$ cat src/rtl/dmem_arbiter_pkg.sv
// Shared types for the data-memory arbiter slice.
// Imported by the arbiter top and its interface users.
package dmem_arb_pkg;

   typedef enum logic {
      IDLE,
      NN_BURST
   } arb_state_t;

   typedef enum logic [1:0] {
      OWN_NONE,
      OWN_CPU,
      OWN_NN
   } arb_owner_t;

endpackage

$ cat src/rtl/dmem_arbiter_if.sv
// CPU, NN engine and memory-port bundle of the arbiter.
// slave = arbiter side, master = requestors plus memory.
interface dmem_arbiter_if #(
   parameter int ADDR_W    = 16,
   parameter int DATA_W    = 16,
   parameter int MAX_BURST = 8
);
   localparam int LEN_W = $clog2(MAX_BURST) + 1;

   logic              cpu_req;
   logic              cpu_we;
   logic [ADDR_W-1:0] cpu_addr;
   logic [DATA_W-1:0] cpu_wdata;
   logic              cpu_stall;
   logic [DATA_W-1:0] cpu_rdata;
   logic              cpu_rvalid;

   logic              nn_req;
   logic              nn_we;
   logic [ADDR_W-1:0] nn_addr;
   logic [DATA_W-1:0] nn_wdata;
   logic [LEN_W-1:0]  nn_burst_len;
   logic              nn_gnt;
   logic [DATA_W-1:0] nn_rdata;
   logic              nn_rvalid;
   logic              nn_done;

   logic              mem_en;
   logic              mem_we;
   logic [ADDR_W-1:0] mem_addr;
   logic [DATA_W-1:0] mem_wdata;
   logic [DATA_W-1:0] mem_rdata;

   modport slave (
      input  cpu_req, cpu_we, cpu_addr, cpu_wdata,
      output cpu_stall, cpu_rdata, cpu_rvalid,
      input  nn_req, nn_we, nn_addr, nn_wdata, nn_burst_len,
      output nn_gnt, nn_rdata, nn_rvalid, nn_done,
      output mem_en, mem_we, mem_addr, mem_wdata,
      input  mem_rdata
   );

   modport master (
      output cpu_req, cpu_we, cpu_addr, cpu_wdata,
      input  cpu_stall, cpu_rdata, cpu_rvalid,
      output nn_req, nn_we, nn_addr, nn_wdata, nn_burst_len,
      input  nn_gnt, nn_rdata, nn_rvalid, nn_done,
      input  mem_en, mem_we, mem_addr, mem_wdata,
      output mem_rdata
   );

endinterface

$ cat src/rtl/dmem_arbiter_burst_counter.sv
// NN burst length clamp and remaining-beat counter.
// last is valid in the cycle of the granted beat.
module burst_counter #(
   parameter int MAX_BURST = 8,
   parameter int LEN_W     = $clog2(MAX_BURST) + 1
) (
   input  logic             clk,
   input  logic             rst_n,
   input  logic             load,
   input  logic [LEN_W-1:0] len,
   input  logic             beat,
   input  logic             abort,
   output logic             last,
   output logic             active
);

   logic [LEN_W-1:0] cnt_q, cnt_d;
   logic [LEN_W-1:0] eff;

   always_comb begin
      eff = len;
      if (len == '0)
         eff = LEN_W'(1);
      else if (len > LEN_W'(MAX_BURST))
         eff = LEN_W'(MAX_BURST);
   end

   // Counter holds beats still owed after the current one
   always_comb begin
      cnt_d = cnt_q;
      if (abort)
         cnt_d = '0;
      else if (load)
         cnt_d = eff - LEN_W'(1);
      else if (beat && cnt_q != '0)
         cnt_d = cnt_q - LEN_W'(1);
   end

   assign last   = load ? (eff == LEN_W'(1))
                        : (cnt_q == LEN_W'(1));
   assign active = (cnt_q != '0);

   always_ff @(posedge clk) begin
      if (!rst_n)
         cnt_q <= '0;
      else
         cnt_q <= cnt_d;
   end

endmodule

$ cat src/rtl/dmem_arbiter.sv
// Single-port data memory arbiter: CPU priority, NN bursts.
// DMEM_ARB_STARVE_EN adds NN starvation protection.
module dmem_arbiter
   import dmem_arb_pkg::*;
#(
   parameter int ADDR_W     = 16,
   parameter int DATA_W     = 16,
   parameter int MAX_BURST  = 8,
   parameter int STARVE_LIM = 4
) (
   input logic           clk,
   input logic           rst_n,
   dmem_arbiter_if.slave bus
);

   localparam int LEN_W = $clog2(MAX_BURST) + 1;

   arb_state_t state_q, state_d;
   arb_owner_t tag_q, tag_d;

   logic cpu_gnt, nn_gnt, starve;
   logic load, beat, abort, last, active;

`ifdef DMEM_ARB_STARVE_EN
   localparam int WAIT_W = $clog2(STARVE_LIM) + 1;

   logic [WAIT_W-1:0] wait_q, wait_d;
   logic              starve_q, starve_d;

   always_comb begin
      wait_d   = wait_q;
      starve_d = starve_q;
      if (nn_gnt) begin
         wait_d   = '0;
         starve_d = 1'b0;
      end else if (bus.nn_req && !starve_q) begin
         wait_d = wait_q + WAIT_W'(1);
         if (wait_d == WAIT_W'(STARVE_LIM))
            starve_d = 1'b1;
      end
   end

   always_ff @(posedge clk) begin
      if (!rst_n) begin
         wait_q   <= '0;
         starve_q <= 1'b0;
      end else begin
         wait_q   <= wait_d;
         starve_q <= starve_d;
      end
   end

   assign starve = starve_q;
`else
   assign starve = 1'b0;
`endif

   // Grants are gated by reset so outputs sit at reset values
   always_comb begin
      cpu_gnt = 1'b0;
      nn_gnt  = 1'b0;
      if (rst_n) begin
         unique case (state_q)
            IDLE: begin
               nn_gnt  = bus.nn_req & (~bus.cpu_req | starve);
               cpu_gnt = bus.cpu_req & ~nn_gnt;
            end
            NN_BURST: nn_gnt = bus.nn_req;
         endcase
      end
   end

   assign load  = nn_gnt & ~active;
   assign beat  = nn_gnt & active;
   assign abort = (state_q == NN_BURST) & ~bus.nn_req;

   burst_counter #(
      .MAX_BURST (MAX_BURST),
      .LEN_W     (LEN_W)
   ) u_cnt (
      .clk    (clk),
      .rst_n  (rst_n),
      .load   (load),
      .len    (bus.nn_burst_len),
      .beat   (beat),
      .abort  (abort),
      .last   (last),
      .active (active)
   );

   always_comb begin
      state_d = state_q;
      unique case (state_q)
         IDLE:     if (load && !last) state_d = NN_BURST;
         NN_BURST: if (abort || last) state_d = IDLE;
      endcase
   end

   always_comb begin
      tag_d = OWN_NONE;
      if (cpu_gnt && !bus.cpu_we)
         tag_d = OWN_CPU;
      else if (nn_gnt && !bus.nn_we)
         tag_d = OWN_NN;
   end

   always_ff @(posedge clk) begin
      if (!rst_n) begin
         state_q <= IDLE;
         tag_q   <= OWN_NONE;
      end else begin
         state_q <= state_d;
         tag_q   <= tag_d;
      end
   end

   always_comb begin
      bus.mem_en    = cpu_gnt | nn_gnt;
      bus.mem_we    = 1'b0;
      bus.mem_addr  = '0;
      bus.mem_wdata = '0;
      if (cpu_gnt) begin
         bus.mem_we    = bus.cpu_we;
         bus.mem_addr  = bus.cpu_addr;
         bus.mem_wdata = bus.cpu_wdata;
      end else if (nn_gnt) begin
         bus.mem_we    = bus.nn_we;
         bus.mem_addr  = bus.nn_addr;
         bus.mem_wdata = bus.nn_wdata;
      end
   end

   assign bus.cpu_stall  = bus.cpu_req & ~cpu_gnt;
   assign bus.nn_gnt     = nn_gnt;
   assign bus.nn_done    = nn_gnt & last;
   assign bus.cpu_rvalid = rst_n & (tag_q == OWN_CPU);
   assign bus.nn_rvalid  = rst_n & (tag_q == OWN_NN);
   assign bus.cpu_rdata  = bus.cpu_rvalid ? bus.mem_rdata : '0;
   assign bus.nn_rdata   = bus.nn_rvalid ? bus.mem_rdata : '0;

endmodule

$ cat src/flat_wrapper.sv
// flat-port wrapper written by rule: the top's interface ports become plain ports
module dmem_arbiter_flat import dmem_arb_pkg::*;
#(
   parameter int ADDR_W     = 16,
   parameter int DATA_W     = 16,
   parameter int MAX_BURST  = 8,
   parameter int STARVE_LIM = 4
)
  (clk, rst_n, bus_cpu_req, bus_cpu_we, bus_cpu_addr, bus_cpu_wdata, bus_cpu_stall, bus_cpu_rdata, bus_cpu_rvalid, bus_nn_req, bus_nn_we, bus_nn_addr, bus_nn_wdata, bus_nn_burst_len, bus_nn_gnt, bus_nn_rdata, bus_nn_rvalid, bus_nn_done, bus_mem_en, bus_mem_we, bus_mem_addr, bus_mem_wdata, bus_mem_rdata);
  dmem_arbiter_if #(.ADDR_W(ADDR_W), .DATA_W(DATA_W), .MAX_BURST(MAX_BURST)) bus_i ();
  input logic clk;
  input logic rst_n;
  input wire logic [$bits(bus_i.cpu_req)-1:0] bus_cpu_req;
  input wire logic [$bits(bus_i.cpu_we)-1:0] bus_cpu_we;
  input wire logic [$bits(bus_i.cpu_addr)-1:0] bus_cpu_addr;
  input wire logic [$bits(bus_i.cpu_wdata)-1:0] bus_cpu_wdata;
  output wire logic [$bits(bus_i.cpu_stall)-1:0] bus_cpu_stall;
  output wire logic [$bits(bus_i.cpu_rdata)-1:0] bus_cpu_rdata;
  output wire logic [$bits(bus_i.cpu_rvalid)-1:0] bus_cpu_rvalid;
  input wire logic [$bits(bus_i.nn_req)-1:0] bus_nn_req;
  input wire logic [$bits(bus_i.nn_we)-1:0] bus_nn_we;
  input wire logic [$bits(bus_i.nn_addr)-1:0] bus_nn_addr;
  input wire logic [$bits(bus_i.nn_wdata)-1:0] bus_nn_wdata;
  input wire logic [$bits(bus_i.nn_burst_len)-1:0] bus_nn_burst_len;
  output wire logic [$bits(bus_i.nn_gnt)-1:0] bus_nn_gnt;
  output wire logic [$bits(bus_i.nn_rdata)-1:0] bus_nn_rdata;
  output wire logic [$bits(bus_i.nn_rvalid)-1:0] bus_nn_rvalid;
  output wire logic [$bits(bus_i.nn_done)-1:0] bus_nn_done;
  output wire logic [$bits(bus_i.mem_en)-1:0] bus_mem_en;
  output wire logic [$bits(bus_i.mem_we)-1:0] bus_mem_we;
  output wire logic [$bits(bus_i.mem_addr)-1:0] bus_mem_addr;
  output wire logic [$bits(bus_i.mem_wdata)-1:0] bus_mem_wdata;
  input wire logic [$bits(bus_i.mem_rdata)-1:0] bus_mem_rdata;
  assign bus_i.cpu_req = bus_cpu_req;
  assign bus_i.cpu_we = bus_cpu_we;
  assign bus_i.cpu_addr = bus_cpu_addr;
  assign bus_i.cpu_wdata = bus_cpu_wdata;
  assign bus_cpu_stall = bus_i.cpu_stall;
  assign bus_cpu_rdata = bus_i.cpu_rdata;
  assign bus_cpu_rvalid = bus_i.cpu_rvalid;
  assign bus_i.nn_req = bus_nn_req;
  assign bus_i.nn_we = bus_nn_we;
  assign bus_i.nn_addr = bus_nn_addr;
  assign bus_i.nn_wdata = bus_nn_wdata;
  assign bus_i.nn_burst_len = bus_nn_burst_len;
  assign bus_nn_gnt = bus_i.nn_gnt;
  assign bus_nn_rdata = bus_i.nn_rdata;
  assign bus_nn_rvalid = bus_i.nn_rvalid;
  assign bus_nn_done = bus_i.nn_done;
  assign bus_mem_en = bus_i.mem_en;
  assign bus_mem_we = bus_i.mem_we;
  assign bus_mem_addr = bus_i.mem_addr;
  assign bus_mem_wdata = bus_i.mem_wdata;
  assign bus_i.mem_rdata = bus_mem_rdata;
  dmem_arbiter #(.ADDR_W(ADDR_W), .DATA_W(DATA_W), .MAX_BURST(MAX_BURST), .STARVE_LIM(STARVE_LIM)) u_core (.clk(clk), .rst_n(rst_n), .bus(bus_i));
endmodule
$ cat config.mk
export PLATFORM = sky130hd
export DESIGN_NAME = dmem_arbiter_flat
export DESIGN_NICKNAME = d
export VERILOG_FILES = /design/src/rtl/dmem_arbiter_pkg.sv /design/src/rtl/dmem_arbiter_if.sv /design/src/rtl/dmem_arbiter_burst_counter.sv /design/src/rtl/dmem_arbiter.sv /design/src/flat_wrapper.sv
export SDC_FILE = /design/constraint.sdc
export NUM_CORES = 1
export LEC_CHECK = 0
export ABC_CLOCK_PERIOD_IN_PS = 2000
export BUFFER_PORTS_ARGS = -buffer_cell sky130_fd_sc_hd__buf_2
export CORE_MARGIN = 2
export CORE_UTILIZATION = 30
export DETAILED_ROUTE_END_ITERATION = 8
export PLACE_DENSITY = 0.83
export SLEW_MARGIN = 10
export SYNTH_ARGS = -nofsm -noshare
export SYNTH_HDL_FRONTEND = slang
export SYNTH_SLANG_ARGS = --single-unit
$ cat constraint.sdc
create_clock -name clk -period 2 [get_ports clk]
set_input_delay 0.1 -clock clk [delete_from_list [all_inputs] [get_ports clk]]
set_output_delay 0.1 -clock clk [all_outputs]
set_load 0.02 [all_outputs]
# Yosys cells after proc, flatten, opt, wreduce, memory -nomap -nowiden
# Index checks and enable logic that the tools add are counted.
# word_totals
register_bits,7
latch_bits,0
ram_bits,0
romBits,0
input_bits,90
output_inout_bits,71
mem_count,0
# op_classes
add_sub_neg,2
multipliers,0
div,0
n_lt_le_gt_ge,1
eq_ne,4
n_shift,0
mux,22
bitwise_logic,17
reduce_logical,13
# op_table
cell,count
16-bit 2-to-1 mux,6
4-bit 2-to-1 mux,4
1-bit bitwise AND,9
1-bit 2-to-1 mux,9
"4-bit by 1-bit == test with 1-bit output, second input constant",2
"4-bit by 1-bit subtractor with 4-bit output, second input constant",2
1-bit inverter,7
"4-bit greater-than comparator, second input constant",1
1-bit logical AND,4
4-bit logical NOT,1
1-bit case mux with 2 select lines,2
4-bit nonzero test,1
2-bit OR reduction,2
1-bit logical NOT,3
"2-bit by 1-bit == test with 1-bit output, second input constant",1
"2-bit == test, second input constant",1
2-bit 2-to-1 mux,1
2-bit nonzero test,1
1-bit logical OR,1
1-bit OR,1

# Depth between registers and ports, before layout
# Gate-level depths: netlist (run 1).
# depth
depth_word,10
mapped_depth,7
mapped_depth_nobuf,7

# Cells and area by module
# Synthesis (run 1) repeated with hierarchy kept, for this count alone.
# unflattened
hier_cells,214
area_unflattened_um2,1535.2
# by_module_without_submodules
module,n_inst,cells_each,area_per_inst_um2,seq_area_each_um2
dmem_arbiter,1,173,1211.2,60.1
burst_counter,1,41,324.1,80.1

# Least setup slack after synthesis (run 1)
# OpenSTA, ideal clock, no wires.
# synth_path
path_kind,register to output
from,register u_core.u_cnt.cnt_q[0]
to,output bus_nn_done
t_arrival_ps,1561
path_slack_ps,339
path_stages_with_launch,6
path_cell_list,dfxtp_1 > inv_1 > ha_1 > and2b_2 > a31oi_1 > nor4_1
# synth_between
elab_chain_cells,5
elab_cells_between_ends,6
cone_classes,eq/ne: 1; mux: 1; bitwise: 3; reduce/logical: 1
# synth_lines
item,line_no,text
from (decl),dmem_arbiter_burst_counter.sv:17,"logic [LEN_W-1:0] cnt_q, cnt_d;"
from (signal assigned),dmem_arbiter_burst_counter.sv:47,cnt_q <= cnt_d;
4-bit nonzero test,dmem_arbiter_burst_counter.sv:41,assign active = (cnt_q != '0);
1-bit inverter,dmem_arbiter.sv:73,assign load = nn_gnt & ~active;
1-bit bitwise AND,dmem_arbiter.sv:73,
1-bit 2-to-1 mux (*),dmem_arbiter_burst_counter.sv:39,assign last = load ? (eff == LEN_W'(1))
1-bit bitwise AND (*),dmem_arbiter.sv:135,assign bus.nn_done = nn_gnt & last;
to (decl),flat_wrapper.sv:28,output wire logic [$bits(bus_i.nn_done)-1:0] bus_nn_done;
# Every way passes the cells marked *; elsewhere a longest branch is shown, timed or not.

# Worst setup path in the final report (run 1)
# layout_path
from,register u_core.state_q
to,output bus_mem_wdata[15]
# layout_between
elab_chain_cells,5
elab_cells_between_ends,7
cone_classes,mux: 6; bitwise: 1
# layout_lines
item,line_no,text
from (decl),dmem_arbiter.sv:18,"arb_state_t state_q, state_d;"
from (signal assigned),dmem_arbiter.sv:112,state_q <= state_d;
1-bit inverter,dmem_arbiter.sv:63,unique case (state_q)
1-bit case mux with 2 select lines,dmem_arbiter.sv:63,
1-bit 2-to-1 mux,dmem_arbiter.sv:62,if (rst_n) begin
16-bit 2-to-1 mux,dmem_arbiter.sv:126,end else if (nn_gnt) begin
16-bit 2-to-1 mux (*),dmem_arbiter.sv:122,if (cpu_gnt) begin
to (decl),flat_wrapper.sv:32,output wire logic [$bits(bus_i.mem_wdata)-1:0] bus_mem_wdata;
# Marks and branches as above.

==> impl_metrics.yaml, run 1 <==
route:
  drcViolationCount: 0
  vias: 1667
  avgRoutedWirePerCell_um: 12.49
  drt_iter0_drc: 68
  dr.pass1.iters: 4
  avgViaCountPerCell: 4.860
  drt-total-wl_um: 4285
  ant_nets: 0
critical_path:
  regToRegSetupSlack_ns: 0.38
  crit_fanout: 21
  critical_path_class: "flop to primary output"
  r2r-start: "u_core.u_cnt.cnt_q[0]"
  critPathArrivalTime_ns: 1.81
  r2r_end: "u_core.u_cnt.cnt_q[1]"
  cp-end-kind: "primary output"
  start_kind: "flop"
  reg2reg_depth: 6
  cp.required_ns: 1.90
placed_design:
  gp_congestion: 0.8021
  place_area_um2: 1904
  dpl.hpwl_um: 3644
  port_buffers: 160
clock_network:
  ctsResizeCount: 0
  cts_sinks: 7
  numCtsBuffers: 3
  cts_tree: "yes"
  holdBufCountCts: 0
  cts-root-buf: "clkbuf_4"
  clk_path_buf_depth: 2
  cts_max_level: 1
  clk_pin_slew_ns: 0.06
  clock_latency_ns: 0.26
  postCtsSetupRepairBufs: 0
flow_run:
  cap_violations: 0
timing:
  worst_pin_slew_ns: 0.4000
  finalCritPeriodShare: 0.9548
  relSlewSlack: 0.7333
  setup_violations: 0
  finalHoldViolations: 0
  max_freq_mhz: 523.7
  finalWorstPathRequiredPeriod_ns: 1.910
  rsz0062_at_grt: "false"
  fin_skew_ns: 0.007000
  drv_slew: 0
  fin_setup_tns_ns: 0
min_path:
  hold_class: "input port to flop"
  hold_end: "u_core.tag_q[0]"
  worstHoldStart: "bus_cpu_we"
  hold_depth: 2
synth:
  ys_ff_latch: 7
  synth-seq-area-share: 0.1293
  syn-cell-area_um2: 1084
  syn_nets: 236
  synth_cell_types: 33
  netlist_instances: 141
  ys_warn_count: 0
  synth-edff-count: 0
  avgSynthCellArea_um2: 7.685
  dominantRegCellSynth: "dfxtp_1"
  synthArstFlopShare: 0
power_and_ir_drop:
  peakVddDrop_mv: 0.2587
  p_per_area_nw_per_um2: 349.8
  power_mw: 0.6754
  leakagePower_nw: 1.208
floorplan:
  die-height_um: 64.10
  placeableCoreArea_um2: 3416
  start_util: 0.3172
  dieArea_um2: 4109
  die_w_um: 64.10
  fp-row-count: 21
  io_pins: 161
global_route:
  grt_pass1_wl_um: 6361
  grt_antenna_before_repair: 0
  grt_usage: 0.1901
  grt_max_degree: 35
  grt_pass1_vias: 1443
  grt_overflow: 0
layout:
  syn2layout_area_growth_pct: 78.18
  final_area_um2: 1931
  final_cell_mix: "buf_2, a22o_1, and2_1"
  fillerInstances: 317
  nNetsFinal: 393
  drive_gt1_frac: 0.5825
  final_util: 0.5652
  n_antenna_cell: 0
  final_common_cell: "buf_2"
status:
  outcome: "complete, no violations"
-- layout make-up --
type	count	area [um2]	share of cell area
flip-flops and latches	7	140.1	0.07259
repair buffers	164	843.3	0.4368
inverters	6	22.52	0.01167
clock buffers	4	26.28	0.01361
well taps	46	57.56	0.02981
multi-input cells	116	840.8	0.4355
-- metrics by stage --
step	worst slack (ns)	hold WS, ns	std cells
floorplan	0.3389	0.1716	141
global placement	0.4336	0.2892	339
detailed placement	0.3724	0.2930	339
CTS	0.1047	0.02250	343
global route	0.01522	0.01917	343
finish	0.09039	0.01947	343
-- worst max path at each step --
| stage | start | to | slack, ns | cells past startpoint |
|---|---|---|---|---|
| finish | u_core.state_q | bus_mem_wdata[15] | 0.09 | 6 |
| global route | u_core.state_q | bus_mem_wdata[15] | 0.02 | 6 |
| CTS | u_core.state_q | bus_mem_addr[1] | 0.10 | 6 |
| detailed placement | u_core.u_cnt.cnt_q[1] | u_core.u_cnt.cnt_q[1] | 0.37 | 6 |
| global placement | u_core.state_q | bus_mem_addr[1] | 0.43 | 6 |
| floorplan | u_core.u_cnt.cnt_q[0] | bus_nn_done | 0.34 | 5 |
-- registers in the layout, indices dropped and copies added (netlist names) --
register,flops
u_core.tag_q,2
u_core.u_cnt.cnt_q,4
u_core.state_q,1
-- metal layers --
layer / track usage / routed length [um]
met1: 0.2201 / 1665
met2: 0.3516 / 2149
met3: 0.04754 / 461
met4: 0.03723 / 8
met5: 0 / 0
-- where the power goes --
group          switching, mW  internal [mW]  leakage [nW]
combinational          0.204          0.177          1.14
sequential           0.00883          0.147        0.0572
clock                 0.0617         0.0767        0.0150
total                  0.275          0.401          1.21
-- cell families after synthesis --
kind of cell	share of synthesized area
AOI/OAI and AO/OA	0.3788
xor gates and xnor gates	0.008085
adders and majority gates	0.05774
buffers and inverters	0.09468
DFF	0.1293
and+or+nand+nor	0.3314
-- worst max-delay path: stages (launching register included) --
cell	delay [ns]
dfxtp_1	0.36
nand2b_1	0.17
nand3_2	0.17
inv_2	0.31
buf_12	0.20
a22o_1	0.16
buf_2	0.18
-- cells in the mapped netlist, types with 2 or more instances --
| library cell | instances | area share |
|---|---|---|
| and3_1 | 2 | 0.012 |
| ha_1 | 5 | 0.058 |
| a21oi_1 | 5 | 0.023 |
| a211o_1 | 2 | 0.016 |
| buf_2 | 7 | 0.032 |
| dfxtp_1 | 7 | 0.13 |
| nand3_1 | 2 | 0.0092 |
| inv_1 | 5 | 0.017 |
| a21o_1 | 2 | 0.014 |
| a22o_1 | 33 | 0.27 |
| buf_6 | 3 | 0.031 |
| o21ai_0 | 4 | 0.018 |
| and2_1 | 32 | 0.18 |
| nand2_1 | 3 | 0.010 |
| nor2b_1 | 2 | 0.012 |
| nand2b_1 | 2 | 0.012 |
| nor2_1 | 9 | 0.031 |
Note: power is estimated with default switching activity, not from simulation.
==> inputs of run 2 (changes only) <==
--- a/config.mk
+++ b/config.mk
@@ -5,6 +5,7 @@
 export SDC_FILE = /design/constraint.sdc
 export NUM_CORES = 1
 export LEC_CHECK = 0
+export ABC_AREA = 1
 export ABC_CLOCK_PERIOD_IN_PS = 2000
 export BUFFER_PORTS_ARGS = -buffer_cell sky130_fd_sc_hd__buf_2
 export CORE_MARGIN = 2
==> impl_metrics.yaml, run 2 <==
timing:
  fin_setup_tns_ns: 0
  finalWorstPathRequiredPeriod_ns: 1.823
  setup_violations: 0
  max_freq_mhz: 548.4
  drv_slew: 0
  finalCritPeriodShare: 0.9117
  worst_pin_slew_ns: 0.5955
  relSlewSlack: 0.6019
  finalHoldViolations: 0
  fin_skew_ns: 0.001530
  finalWorstSetupSlack_ns: 0.1767
  rsz0062_at_grt: "false"
layout:
  nNetsFinal: 431
  final_common_cell: "buf_2"
  final_cell_mix: "buf_2, nor2_1, inv_1"
  syn2layout_area_growth_pct: 80.56
  largest_register: "u_core.u_cnt.cnt_q"
  drive_gt1_frac: 0.5134
  reg.largest.list: "u_core.u_cnt.cnt_q x4, u_core.tag_q x2, u_core.state_q x1"
  n_antenna_cell: 0
  largest_reg_flops: 4
clock_network:
  postCtsSetupRepairBufs: 0
  clk_pin_slew_ns: 0.05
  clk_path_buf_depth: 2
  cts_tree: "yes"
  ctsResizeCount: 0
  cts_max_level: 1
  numCtsBuffers: 3
  holdBufCountCts: 0
  cts_sinks: 7
  cts-root-buf: "clkbuf_4"
  clock_latency_ns: 0.26
power_and_ir_drop:
  power_mw: 0.6983
  p_per_area_nw_per_um2: 357.7
  peakVddDrop_mv: 0.2950
  leakagePower_nw: 1.342
status:
  outcome: "complete, no violations"
floorplan:
  io_pins: 161
  dieArea_um2: 4100
  die-height_um: 64.03
  placeableCoreArea_um2: 3390
  die_w_um: 64.03
  fp-row-count: 21
  start_util: 0.3189
synth:
  dominantRegCellSynth: "dfxtp_1"
  synth_most_common_cell: "nor2_1"
  syn-cell-area_um2: 1081
  synth_cell_types: 19
  ys_warn_count: 0
  synth.top_cell.area_share: 0.2593
  synth-seq-area-share: 0.1296
  ys_ff_latch: 7
  synth-edff-count: 0
  netlist_instances: 177
  synth_area_leaders: "a22o_1, nor2_1, dfxtp_1"
  avgSynthCellArea_um2: 6.108
  synthArstFlopShare: 0
  synthTopCellsByCount: "nor2_1, inv_1, a22o_1"
  syn_nets: 272
  yosys.area.top_type: "a22o_1"
critical_path:
  start_kind: "flop"
  critical_path_class: "flop to primary output"
  cp-end-kind: "primary output"
  critPathArrivalTime_ns: 1.72
  crit_fanout: 23
  cp.required_ns: 1.90
route:
  drcViolationCount: 0
  ant_nets: 0
  drt-total-wl_um: 4708
  vias: 1723
  avgViaCountPerCell: 4.522
  avgRoutedWirePerCell_um: 12.36
  drt_iter0_drc: 104
  dr.pass1.iters: 4
flow_run:
  cap_violations: 0
global_route:
  grt_pass1_wl_um: 6872
  grt_usage: 0.2094
  grt_pass1_vias: 1471
  grt_overflow: 0
  grt_max_degree: 26
  grt_antenna_before_repair: 0
placed_design:
  dpl.hpwl_um: 3951
  gp_congestion: 0.7548
  pre_cts_ws_ns: 0.4651
  port_buffers: 160
min_path:
  hold_class: "input port to flop"
-- run 2: layout make-up --
class | count | area, um2
clock buffers | 4 | 26.28
fillers | 330 | 1438
inverters | 37 | 138.9
multi-input cells | 125 | 748.2
flip-flops and latches | 7 | 140.1
well taps | 46 | 57.56
repair buffers | 162 | 840.8
-- run 2: power by group --
part           internal [mW]  total (mW)  switching (mW)
registers              0.149       0.156         0.00650
clock network         0.0765       0.135          0.0586
logic                  0.174       0.408           0.234
total                  0.399       0.698           0.299
-- run 2: path summary, 6_finish.rpt --
kind | startpoint | endpoint | slack [ns] | cells after the start
worst max-delay path | u_core.state_q | bus_mem_addr[8] | 0.18 | 6
worst min-delay path | bus_nn_we | u_core.tag_q[1] | 0.02 | 2
worst max register to register | u_core.state_q | u_core.u_cnt.cnt_q[3] | 0.62 | 7
worst min register to register | u_core.u_cnt.cnt_q[1] | u_core.u_cnt.cnt_q[1] | 0.49 | 2
-- run 2: metal layers --
metal	global-route usage	vias up	share of wire
met1	0.2511	758	0.41
li1	-	896	-
met3	0.02817	4	0.070
met4	0.05707	0	0.010
met2	0.3854	65	0.51
met5	0	-	0
-- run 2: kinds of logic (layout without fill, tap and decap cells) --
| group | Yosys count | in the layout | synth area share |
|---|---|---|---|
| flops | 7 | 7 | 0.1296 |
| compound gates | 43 | 43 | 0.3229 |
| simple gates | 77 | 77 | 0.3113 |
| fa+ha+maj | 5 | 5 | 0.05787 |
| buf+inv | 45 | 203 | 0.1782 |
-- run 2: through the flow --
stage / cells / util / cell area (um2) / hold slack, ns
floorplan: 177 / - / 1081 / 0.1724
global placement: 377 / 0.5681 / 1926 / 0.2839
detailed placement: 377 / 0.5681 / 1926 / 0.2885
CTS: 381 / 0.5759 / 1952 / 0.01679
global route: 381 / 0.5759 / 1952 / 0.01600
finish: 381 / 0.5759 / 1952 / 0.01716
-- run 2: worst max-delay path, stage by stage, from the launching register on --
cell	delay, ns
dfxtp_1	0.31
inv_1	0.14
nand3_1	0.15
inv_1	0.34
buf_12	0.21
a22o_1	0.15
buf_2	0.16
==> inputs of run 3 (changes only) <==
--- a/config.mk
+++ b/config.mk
@@ -12,6 +12,7 @@
 export CORE_UTILIZATION = 30
 export DETAILED_ROUTE_END_ITERATION = 8
 export PLACE_DENSITY = 0.83
+export RECOVER_POWER = 100
 export SLEW_MARGIN = 10
 export SYNTH_ARGS = -nofsm -noshare
 export SYNTH_HDL_FRONTEND = slang
==> impl_metrics.yaml, run 3 (synthesized netlist as in run 2, its figures left out) <==
flow_run:
  cap_violations: 0
critical_path:
  critPathLaunch: "u_core.state_q"
  critPathArrivalTime_ns: 1.75
  cp-end-kind: "primary output"
  cpMaxStageDelayCell: "inv_1"
  r2r-start: "u_core.state_q"
  crit_fanout: 23
  crit_chain: "inv_1 > nand3_1 > inv_1 > buf_12 > a22o_1 > clkbuf_2"
  cpPeakStageDelay_ns: 0.35
  cp_num_buf_inv: 4
  critical_path_class: "flop to primary output"
  cp.required_ns: 1.90
  crit_path_frequent_cell: "inv_1"
  start_kind: "flop"
  critPathTopFamily: "buffers and inverters"
floorplan:
  die_w_um: 64.03
  dieArea_um2: 4100
  die-height_um: 64.03
  fp-row-count: 21
  start_util: 0.3189
  placeableCoreArea_um2: 3390
  io_pins: 161
layout:
  syn2layout_area_growth_pct: 73.96
  largest_reg_flops: 4
  largest_register: "u_core.u_cnt.cnt_q"
  seqCellArea_um2: 140.1
  drive_gt1_frac: 0.3672
  reg.largest.list: "u_core.u_cnt.cnt_q x4, u_core.tag_q x2, u_core.state_q x1"
  nNetsFinal: 431
  final_common_cell: "buf_2"
  n_antenna_cell: 0
  fillerInstances: 356
  multiInputGateArea_um2: 735.7
  finalNonFillerCells: 381
  final_cell_mix: "buf_2, clkbuf_1, nor2_1"
placed_design:
  port_buffers: 160
  dp_cells: 377
  pre_cts_ws_ns: 0.4651
  dpl.hpwl_um: 3951
  gp_congestion: 0.7548
clock_network:
  ctsResizeCount: 0
  cts_sinks: 7
  holdBufCountCts: 0
  cts_max_level: 1
  cts_tree: "yes"
  cts-root-buf: "clkbuf_4"
  clk_pin_slew_ns: 0.05
  postCtsSetupRepairBufs: 0
  numCtsBuffers: 3
  clk_path_buf_depth: 2
  clock_latency_ns: 0.26
power_and_ir_drop:
  swShare: 0.4327
  comb_power_share: 0.579
  p_per_area_nw_per_um2: 366.0
  peakVddDrop_mv: 0.2938
  seqPwrFrac: 0.226
  leakagePower_nw: 1.125
  internal_power_mw: 0.3904
  pwr-share-clk: 0.195
  p_sw_mw: 0.2978
global_route:
  grt_pass1_vias: 1471
  grt_overflow: 0
  grt_usage: 0.2094
  grt_pass1_wl_um: 6872
  grt_antenna_before_repair: 0
  grt_max_degree: 26
status:
  outcome: "complete, no violations"
timing:
  worst_pin_slew_ns: 0.5928
  finalHoldViolations: 0
  fin_skew_ns: 0.001751
  max_freq_mhz: 541.8
  rsz0062_at_grt: "false"
  setup_violations: 0
  drv_slew: 0
  fin_setup_tns_ns: 0
  whs_ns: 0.01894
  finalWorstPathRequiredPeriod_ns: 1.846
  relSlewSlack: 0.6037
  finalCritPeriodShare: 0.9229
  finalWorstSetupSlack_ns: 0.1541
route:
  drt_iter0_drc: 94
  avgRoutedWirePerCell_um: 12.35
  vias: 1690
  ant_nets: 0
  drt-total-wl_um: 4704
  drcViolationCount: 0
  avgViaCountPerCell: 4.436
  dr.pass1.iters: 4
min_path:
  hold_class: "input port to flop"
  worstHoldStart: "bus_nn_we"
[run 3: changes by cell type in the layout (fill, tap and decap cells not counted), sizes merged]
cell	delta
clkbuf	+70
buf	-70
[run 3: cell type report]
type | count | share of cell area
well taps | 46 | 0.03061
multi-input cells | 125 | 0.3912
repair buffers | 162 | 0.4158
inverters | 37 | 0.07385
flip-flops and latches | 7 | 0.07452
clock buffers | 4 | 0.01397
[run 3: path summary, 6_finish.rpt]
path / cells after the start / slack [ns] / to
setup / recovery: 6 / 0.15 / bus_mem_addr[8]
hold / removal: 2 / 0.02 / u_core.tag_q[1]
setup reg to reg: 7 / 0.61 / u_core.u_cnt.cnt_q[3]
hold reg to reg: 2 / 0.49 / u_core.u_cnt.cnt_q[1]
[run 3: metal layers]
metal  global-route usage  part of all wire  routed length (um)  up-vias
li1                     -                 -                   -      896
met2               0.3854              0.51                2411       57
met5                    0                 0                   0        -
met3              0.02817             0.060                 282        4
met4              0.05707             0.010                  48        0
met1               0.2511              0.42                1961      733
[run 3: power by group through the flow]
stage	Clock (mW)	Combinational [mW]	Sequential, mW
after floorplan	0	0.240	0.157
after global placement	0	0.402	0.158
after detailed placement	0	0.406	0.158
after CTS	0.137	0.408	0.155
after global routing	0.153	0.438	0.157
final	0.134	0.398	0.156
[run 3: stage by stage]
step	util	cell area, um2	total power [mW]
2_1_floorplan	-	1081	0.3964
3_3_place_gp	0.5681	1926	0.5596
3_5_place_dp	0.5681	1926	0.5648
4_1_cts	0.5759	1952	0.7006
5_1_grt	0.5548	1881	0.7469
6_report	0.5548	1881	0.6882
